`src/rtl/mem_bus_arbiter.sv`:
```
// mem_bus_arbiter: two-port round-robin arbiter in front of the single
// 8-bit synchronous-read program/data memory. Port 0 is the CPU memory-bus
// path, port 1 is the UART loader / debug DMA.
// Optional build macro: ARB_LOCK_EN adds lock0/lock1 so a requester can keep
// the bus across consecutive transactions (atomic multi-byte loader writes).
//
// Handshake: a requester raises reqN with weN/addrN/wdataN stable and holds
// them until ackN. gntN is high for the ISSUE and ACK cycles of its
// transaction; ackN is a one-cycle pulse in the ACK cycle, and for reads
// rdata carries the memory word in that same cycle. In the cycle after ackN
// the requester either drops reqN or presents its next request. A request
// dropped after it was accepted still completes and still gets its ack.
module mem_bus_arbiter #(
    parameter int AW = 8,
    parameter int DW = 8
) (
    input  logic          clk,
    input  logic          reset,
    input  logic          req0,
    input  logic          we0,
    input  logic [AW-1:0] addr0,
    input  logic [DW-1:0] wdata0,
    output logic          gnt0,
    output logic          ack0,
    input  logic          req1,
    input  logic          we1,
    input  logic [AW-1:0] addr1,
    input  logic [DW-1:0] wdata1,
    output logic          gnt1,
    output logic          ack1,
`ifdef ARB_LOCK_EN
    input  logic          lock0,
    input  logic          lock1,
`endif
    output logic [DW-1:0] rdata,
    output logic [AW-1:0] mem_addr,
    output logic [DW-1:0] mem_wdata,
    output logic          mem_we,
    input  logic [DW-1:0] mem_rdata,
    output logic [1:0]    dbg_state
);

    typedef enum logic [1:0] {
        S_IDLE  = 2'd0,
        S_ISSUE = 2'd1,
        S_ACK   = 2'd2
    } state_t;

    state_t        current_state;
    state_t        next_state;
    logic          owner;
    logic          owner_next;
    logic          last;
    logic          last_next;
    logic [AW-1:0] addr_q;

    logic          any_req;
    logic          rr_owner;
    logic          sel_we;
    logic [AW-1:0] sel_addr;
    logic [DW-1:0] sel_wdata;

`ifdef ARB_LOCK_EN
    logic          locked;
    logic          locked_next;
    logic          sel_req;
    logic          sel_lock;

    assign sel_req  = owner ? req1  : req0;
    assign sel_lock = owner ? lock1 : lock0;
`endif

    // Owner-side request fields; the owner is fixed for the whole transaction.
    assign sel_we    = owner ? we1    : we0;
    assign sel_addr  = owner ? addr1  : addr0;
    assign sel_wdata = owner ? wdata1 : wdata0;

    // Round-robin pick: a lone requester wins, a tie goes away from the last winner.
    assign any_req  = req0 | req1;
    assign rr_owner = (req0 & req1) ? ~last : req1;

    assign dbg_state = current_state;

    // State, owner and round-robin history; reset leaves port 0 winning the first tie.
    always_ff @(posedge clk or negedge reset) begin
        if (!reset) begin
            current_state <= S_IDLE;
            owner         <= 1'b0;
            last          <= 1'b1;
`ifdef ARB_LOCK_EN
            locked        <= 1'b0;
`endif
        end else begin
            current_state <= next_state;
            owner         <= owner_next;
            last          <= last_next;
`ifdef ARB_LOCK_EN
            locked        <= locked_next;
`endif
        end
    end

    // Capture the issued address so mem_addr stays put through ACK even if the requester moves on.
    always_ff @(posedge clk or negedge reset) begin
        if (!reset) begin
            addr_q <= '0;
        end else if (current_state == S_ISSUE) begin
            addr_q <= sel_addr;
        end
    end

    // Next-state and Moore outputs, all derived from state and owner.
    always_comb begin
        next_state  = current_state;
        owner_next  = owner;
        last_next   = last;
`ifdef ARB_LOCK_EN
        locked_next = locked;
`endif
        gnt0        = 1'b0;
        gnt1        = 1'b0;
        ack0        = 1'b0;
        ack1        = 1'b0;
        mem_we      = 1'b0;
        mem_addr    = '0;
        mem_wdata   = '0;
        rdata       = '0;

        case (current_state)
            S_IDLE: begin
`ifdef ARB_LOCK_EN
                if (locked && sel_req && sel_lock) begin
                    next_state = S_ISSUE;
                end else begin
                    locked_next = 1'b0;
                    if (any_req) begin
                        next_state = S_ISSUE;
                        owner_next = rr_owner;
                    end
                end
`else
                if (any_req) begin
                    next_state = S_ISSUE;
                    owner_next = rr_owner;
                end
`endif
            end
            S_ISSUE: begin
                gnt0       = ~owner;
                gnt1       = owner;
                mem_addr   = sel_addr;
                mem_wdata  = sel_wdata;
                mem_we     = sel_we;
                next_state = S_ACK;
            end
            S_ACK: begin
                gnt0       = ~owner;
                gnt1       = owner;
                ack0       = ~owner;
                ack1       = owner;
                mem_addr   = addr_q;
                rdata      = mem_rdata;
                last_next  = owner;
`ifdef ARB_LOCK_EN
                locked_next = sel_lock;
`endif
                next_state = S_IDLE;
            end
            default: begin
                next_state = S_IDLE;
            end
        endcase
    end

endmodule

```
`config.mk`:
```
export PLATFORM = sky130hd
export DESIGN_NAME = mem_bus_arbiter
export DESIGN_NICKNAME = d
export VERILOG_FILES = /design/src/rtl/mem_bus_arbiter.sv
export SDC_FILE = /design/constraint.sdc
export NUM_CORES = 1
export LEC_CHECK = 0
export ABC_AREA = 0
export BUFFER_PORTS_ARGS = -buffer_cell sky130_fd_sc_hd__buf_2
export CORE_MARGIN = 2
export CORE_UTILIZATION = 41
export DETAILED_ROUTE_END_ITERATION = 10
export PLACE_DENSITY = 0.81
export SLEW_MARGIN = 25
export SYNTH_ARGS = -nofsm -noshare
export SYNTH_HDL_FRONTEND = slang
export SYNTH_SLANG_ARGS = --single-unit
```
`constraint.sdc`:
```
create_clock -name clk -period 4.8 [get_ports clk]
set_clock_uncertainty 0.2 [all_clocks]
set_input_delay 0.24 -clock clk [delete_from_list [all_inputs] [get_ports clk]]
set_output_delay 0.24 -clock clk [all_outputs]
set_load 0.01 [all_outputs]
```
# After elaboration in Yosys (flattened, before gate mapping)
# Cells that the tools add are included.
[classes]
muxes = 14
n_reduce_logical = 3
n_eq_ne = 3
n_bitwise = 4
[op_table]
columns = ["operator", "n"]
rows = [
  ["two-way mux 8 bit", 4],
  ["case mux 8 bit (2 select lines)", 1],
  ["two-way mux 1 bit", 7],
  ["case mux 2 bit (2 select lines)", 1],
  ["equality test 2 x 1 -> 1 bit, second input constant", 1],
  ["equality test 2 bit, second input constant", 1],
  ["logical NOT 2 bit", 1],
  ["two-way mux 2 bit", 1],
  ["inequality test 2 bit, second input constant", 1],
  ["inverter 1 bit", 2],
  ["AND reduction 2 bit", 1],
  ["OR reduction 2 bit", 1],
  ["AND 1 bit", 1],
  ["OR 1 bit", 1],
]
[word_totals]
out_inout_bits = 31
regBits = 12

# Logic depth before layout (Yosys ltp)
# Gate-level depths: netlist (run 1).
[logic_depth]
word_depth = 3
mapped_depth = 6
ltp_nobuf = 4

# Worst setup path before layout (run 1)
# No wires, ideal clock.
[synth_path]
kind = "reg2out"
start = "reg current_state[0], in the netlist dbg_state[0]"
end = "out mem_addr[0]"
t_required_ns = 4.360
arrival_ns = 1.341
path_stages_with_launch = 6
path_buffers = 1
setup_slack_ns = 3.019
cell_sequence = "dfrtp_1 inv_1 ha_1 and2_1 buf_1 o2bb2ai_1"
[synth_between]
elab_chain_len = 2
[synth_lines]
columns = ["item", "line_no", "source"]
rows = [
  ["start, declared", "49", "state_t current_state;"],
  ["start signal, assigned", "94", "current_state <= next_state;"],
  ["equality test 2 bit / equality test 2 x 1 -> 1 bit (equally long branches)", "129", "case (current_state)"],
  ["case mux 8 bit (2 select lines) *", "129", ""],
  ["end, declared", "36", "output logic [AW-1:0] mem_addr,"],
]
# Every way passes the cells marked *; elsewhere a longest branch is shown, timed or not.

# Final worst setup path (run 1)
[layout_path]
start = "reg current_state[1], in the netlist dbg_state[1]"
end = "out mem_addr[3]"
# Same word-level chain as after synthesis.

==> reports/results.md, run 1 <==
* complete, no violations — outcome
* 0.00128 mm² — post-placement cell area
* 77 — # IOs
* 42.7% — initial core utilization
* 4 — router iterations before antenna repair
* 2 — total buffers and inverters traversed by the critical path
* 2.61 ns — final critical delay including setup and external delays
* 0 — antenna violations before repair
* 0.61 ns — longest individual stage delay on the worst path
* 221 — net count of the finished layout
* built — TritonCTS clock tree
* 881 — via count of the first global-routing pass
* 2020 µm — detailed placement HPWL
* 179 — number of fillers in the final layout
* adder cells — delay-heaviest family, CP
* 0 — global route overflow
* 0 — count of antenna diodes in the layout
* 0 — setup-violating endpoint count in the final report
* 3780 µm — first-pass GRT wire length
* 32.3% — fraction of the yosys area taken by sequential cells
* 9.64 µm² — syn_area_per_cell
* inv_1 -> ha_1 -> nand2_1 -> o2bb2ai_1 -> buf_2 — worst-path cell chain
* 1.00 ns — Slew @ Worst Pin
* 26 — critical-path maximum fanout
* 0.744 nW — static leakage power
* 12 — number of clock sinks
* 4.81 — vias per cell
* 97 — Synth Instances
* 27 — pin count of the biggest net entering global routing
* 4.36 ns — required time at the endpoint of the critical path
* 935 µm² — post-synthesis instance area
* 2470 µm — total wirelength of the detailed-routed design
* 0 — post-route ant nets
* 198 — post-layout instance count excluding filler cells
* output port — kind of end point of the critical path
* 51.7 µm — chip width
* 54.4% — crit share post-route
* 0.08 ns — clk slew on worst S/H paths
* 952 — total via count in the routed design
* 33.3% — worst slew slack as a fraction of its limit
* 3 — total clock buffers created by CTS
* 0 ns — Sum Neg Setup Slack
* 76 — IO Port Bufs
* 48.2% — fraction of final layout cells sized beyond drive strength 1
* 559 mW/mm² — Cell Pwr Density
* 8 — number of DRC markers in iteration 0
* 41.1% — Area Overhead vs Synth
* 2 — depth of the worst register-to-register path
* ha_1 — CP max stage cell
* 1 — H-tree Lvls
* 0 — max-cap viol count
* 193 — placed cell count
* 17 — count of standard-cell rows
* 147 — net count of the mapped netlist
* 0 — final hold violation count
* 0.291 mV — IR drop worst, VDD
* 2.17 ns — data arrival at the endpoint of the critical path
* no — setup repair after global routing missed its margin
* in2reg — Hold/Removal Path Class
* 0 — number of remaining DRC errors
* 5 — number of cells on the critical path
* 51.7 µm — Die Ht
* 0.27 ns — insertion delay to the later sink of the worst-skew pair
* reg2out — Worst Setup Path Type
* 0 — number of buffers inserted to repair setup after CTS
* 0 — Synth warnings
* 2 — clock tree buffer depth
* 18.9% — total routing usage reported by global routing
* 21 — number of library cell types mapped by synthesis
* 0 — pins over their slew limit
* clkbuf_4 — library cell used as clock root buffer
* 0.00268 mm² — Die Area
* 12 — FF+latch count, synth
* 2 — number of cells on the worst hold path
* 0.00132 mm² — Non-Filler Cell Area, Final
* flip-flop — category of the worst setup path launch point
* 12.5 µm — per-cell routed wire length
* 0.00219 mm² — placeable core region
* 0.383 GHz — achievable clock frequency
* 0.745 — final estimated routing congestion in global placement
-- metrics by stage --
stage	hold WS [ns]	utilization, %	total power, mW	setup WS, ns
2_1_floorplan	-0.256	-	0.555	3.02
3_3_place_gp	-0.0796	58.5	0.658	2.59
3_5_place_dp	-0.0684	58.5	0.678	2.51
4_1_cts	0.0379	60.2	0.745	2.21
5_1_grt	0.0519	60.2	0.803	1.97
6_report	0.0429	60.2	0.737	2.19
-- flip-flops by register name, summed over array words and instances (netlist names) --
signal	count
dbg_state	2
last	1
addr_q	8
owner	1
-- synthesized netlist by cell type, drive strengths merged --
master / number / area [µm²]
and2: 11 / 68.8
ha: 4 / 50.1
nor2: 8 / 30.0
nor2b: 11 / 68.8
nand2: 3 / 11.3
inv: 2 / 7.51
a21oi: 8 / 40.0
dfstp: 1 / 26.3
dfrtp: 11 / 275
mux2: 2 / 22.5
nor3b: 1 / 7.51
a32o: 1 / 10.0
o31a: 1 / 8.76
mux2i: 17 / 170
clkbuf: 2 / 7.51
o2bb2ai: 8 / 70.1
buf: 6 / 60.1
-- power breakdown --
| group | switching (mW) | total (mW) | internal (mW) | leakage (nW) |
|---|---|---|---|---|
| clock | 0.0330 | 0.0651 | 0.0322 | 0.0150 |
| sequential | 0.0693 | 0.223 | 0.154 | 0.135 |
| combinational | 0.227 | 0.449 | 0.222 | 0.594 |
-- kinds of logic (layout without fill, tap and decap cells) --
kind of cell / count (synthesis) / in the layout / share of synthesized area (%)
and+or+nand+nor: 34 / 34 / 19.9
AOI/OAI and AO/OA: 18 / 18 / 13.8
buffers and inverters: 10 / 83 / 8.03
DFF: 12 / 12 / 32.3
adders and majority gates: 4 / 4 / 5.35
muxes: 19 / 19 / 20.6
-- final timing paths --
path	start	endpoint	slack [ns]
worst max register to register	owner	addr_q[0]	2.93
worst max-delay path	dbg_state[1]	mem_addr[3]	2.19
max in group asynchronous	reset	last	3.96
min in group asynchronous	reset	dbg_state[1]	0.16
worst min-delay path	req0	dbg_state[0]	0.04
worst min register to register	addr_q[6]	addr_q[6]	0.34
-- cells in the final DEF, fill, tap and decap left out, drive strengths merged, types with 2 or more instances in the layout --
cell type	instances
nand2	3
nor2b	11
and2	11
mux2i	17
o2bb2ai	8
mux2	2
clkbuf	4
nor2	8
buf	76
dfrtp	11
a21oi	8
inv	2
ha	4
-- area by class of cell --
cell class	instances	area (µm²)	area share [%]
clock buffer	4	26.3	1.99
sequential	12	302	22.9
inverter	2	7.51	0.569
tap	28	35.0	2.66
multi-input combinational	75	558	42.3
timing repair buffer	77	390	29.6
-- metal layers --
metal	vias to the layer above	routed length, µm	track usage, %
met2	40	1340	37.0
met1	431	909	20.1
met3	2	202	4.02
met5	-	0	0
met4	0	10	5.26
li1	479	-	-
-- what timing repair did --
action | CTS | global route
resized for setup | 0 | 0
hold buffers | 1 | 0
endpoints found under the hold margin | 12 | 0
No activity file was read; power rests on OpenSTA's default activity.
==> run 2: changes to the inputs <==
Settings changed: CORE_UTILIZATION 41 to 38, PLACE_DENSITY 0.81 to 0.76.
Clock period 4.8 ns to 2.7 ns, I/O delays scaled along.
==> run 2 against run 1 <==
Compared with the run above:
- the flow now finishes with violations (negative hold slack)
- utilization grew 1.7 points
- final area rose by 6.7%
- count of clock-buffer cells in the layout unchanged
- sequential power up 79%
- non-clock buffer count increased by 9
- setup slack got worse by 1.7 ns
- combinational power grew 86%
- sequential share of layout area shrank 1.4 points
- register-to-register slack got worse by 2.2 ns
- global-route usage grew 0.59 points
- via count rose by 4.1%
- first-iteration DRC count rose to 2.6 times the previous value
==> reports/results.md, run 2 (same netlist as run 1, synthesis figures left out) <==
* flip-flop — category of the worst setup path launch point
* 0.452 GHz — achievable clock frequency
* 0.42 ns — longest individual stage delay on the worst path
* 9 — hold-fix buffer count after cts
* 8 — flip-flop count of the largest register, all copies and words added
* no — setup repair after global routing missed its margin
* 0 — number of buffers inserted to repair setup after CTS
* 0.569 ns — Slew @ Worst Pin
* 2 — clock tree buffer depth
* 0 — global route overflow
* output port — kind of end point of the critical path
* 2.37 ns — required time at the endpoint of the critical path
* 0 — setup-violating endpoint count in the final report
* finished, violations left — outcome
* 1 — final hold violation count
* 2.21 ns — final critical delay including setup and external delays
* 2600 µm — total wirelength of the detailed-routed design
* reg2out — Worst Setup Path Type
* 76 — IO Port Bufs
* 0 — max-cap viol count
* addr1[4] — Hold Path Origin
* 932 — via count of the first global-routing pass
* 19.5% — total routing usage reported by global routing
* 230 — net count of the finished layout
* -0.00304 ns — minimum hold slack
* 12 — number of clock sinks
* 12.6 µm — per-cell routed wire length
* 0 — count of antenna diodes in the layout
* inv_1 -> ha_1 -> nand2_1 -> o2bb2ai_1 -> buf_2 — worst-path cell chain
* buf_2 (76), mux2i_1 (17), and2_1 (11), nor2b_1 (11), dfrtp_1 (10) — most used cells in the layout excluding fill and tap cells
* 46.9% — fraction of final layout cells sized beyond drive strength 1
* owner — RR Startpoint
* 53.6 µm — chip width
* dfrtp_1 — CP max stage cell
* clkbuf_4 — library cell used as clock root buffer
* 4 — router iterations before antenna repair
* 62.0% — worst slew slack as a fraction of its limit
* 991 — total via count in the routed design
* 194 — placed cell count
* negative hold slack — violated checks
* 0.08 ns — clk slew on worst S/H paths
* 0.00141 mm² — Non-Filler Cell Area, Final
* 0 ns — Sum Neg Setup Slack
* 53.6 µm — Die Ht
* built — TritonCTS clock tree
* 4040 µm — first-pass GRT wire length
* 0 — Resized Gates After CTS
* 4.79 — vias per cell
* 0.712 — final estimated routing congestion in global placement
* dbg_state[1] — startpoint of the most critical setup path
* 0.00287 mm² — Die Area
* 0 — post-route ant nets
* 41.1% — initial core utilization
* 960 mW/mm² — Cell Pwr Density
* 21 — number of DRC markers in iteration 0
* 0.487 ns — post-layout worst setup margin
* in2reg — Hold/Removal Path Class
* 0 — pins over their slew limit
* 0 — number of remaining DRC errors
* 17 — count of standard-cell rows
* 207 — post-layout instance count excluding filler cells
* 0.682 ns — post-place setup slack
* addr_q — register name with the most flops
* 77 — # IOs
* 0.27 ns — insertion delay to the later sink of the worst-skew pair
* 13 — critical-path maximum fanout
* 0.00228 mm² — placeable core region
* 0 — antenna violations before repair
* 82.0% — crit share post-route
* 1 — H-tree Lvls
* 24 — pin count of the biggest net entering global routing
* 3 — total clock buffers created by CTS
* 0.782 nW — static leakage power
* buf_2 — commonest non-fill, non-tap cell in the layout
* 0.00129 mm² — post-placement cell area
* 0.697 mV — IR drop worst, VDD
* 1.88 ns — data arrival at the endpoint of the critical path
* 1970 µm — detailed placement HPWL
* 50.6% — Area Overhead vs Synth
-- run 2: critical path, delay by kind of cell, from the launching register on --
family                   cells  cell delay [ns]
AND/OR/NAND/NOR              1             0.29
buffers and inverters        2             0.27
flip-flops                   1             0.42
AO/OA/AOI/OAI                1             0.25
adder cells (fa/ha/maj)      1             0.38
-- run 2: power by group --
group	switching [mW]	internal, mW	leakage (nW)
sequential	0.123	0.275	0.134
combinational	0.409	0.425	0.633
clock	0.0614	0.0572	0.0150
total	0.593	0.758	0.782
-- run 2: final cells by class --
type	count	area, µm²
clock buffer	4	26.3
fill	206	868
inverter	2	7.51
multi-input combinational	75	558
sequential	12	303
tap	28	35.0
timing repair buffer	86	478
-- run 2: stage by stage --
stage / util [%] / total power [mW] / hold WS, ns
after global placement: 56.7 / 1.18 / -0.180
after CTS: 61.8 / 1.37 / 0.000408
final: 61.8 / 1.35 / -0.00304
after floorplan: - / 0.987 / -0.361
after detailed placement: 56.7 / 1.21 / -0.176
after global routing: 61.8 / 1.48 / 0.0193
-- run 2: per-layer routing --
layer	vias up	part of all wire (%)	global-route usage, %
li1	500	-	-
met5	-	0	0
met2	47	51	36.8
met1	442	40	21.8
met4	0	0.61	6.41
met3	2	8.1	3.61
-- run 2: worst paths after layout --
kind	cells past startpoint	slack, ns	to
max in group asynchronous	2	1.97	last
setup / recovery	5	0.49	mem_addr[7]
min in group asynchronous	2	0.06	addr_q[1]
setup reg to reg	3	0.72	addr_q[6]
hold reg to reg	2	0.34	addr_q[4]
hold / removal	3	-0.003	addr_q[4]
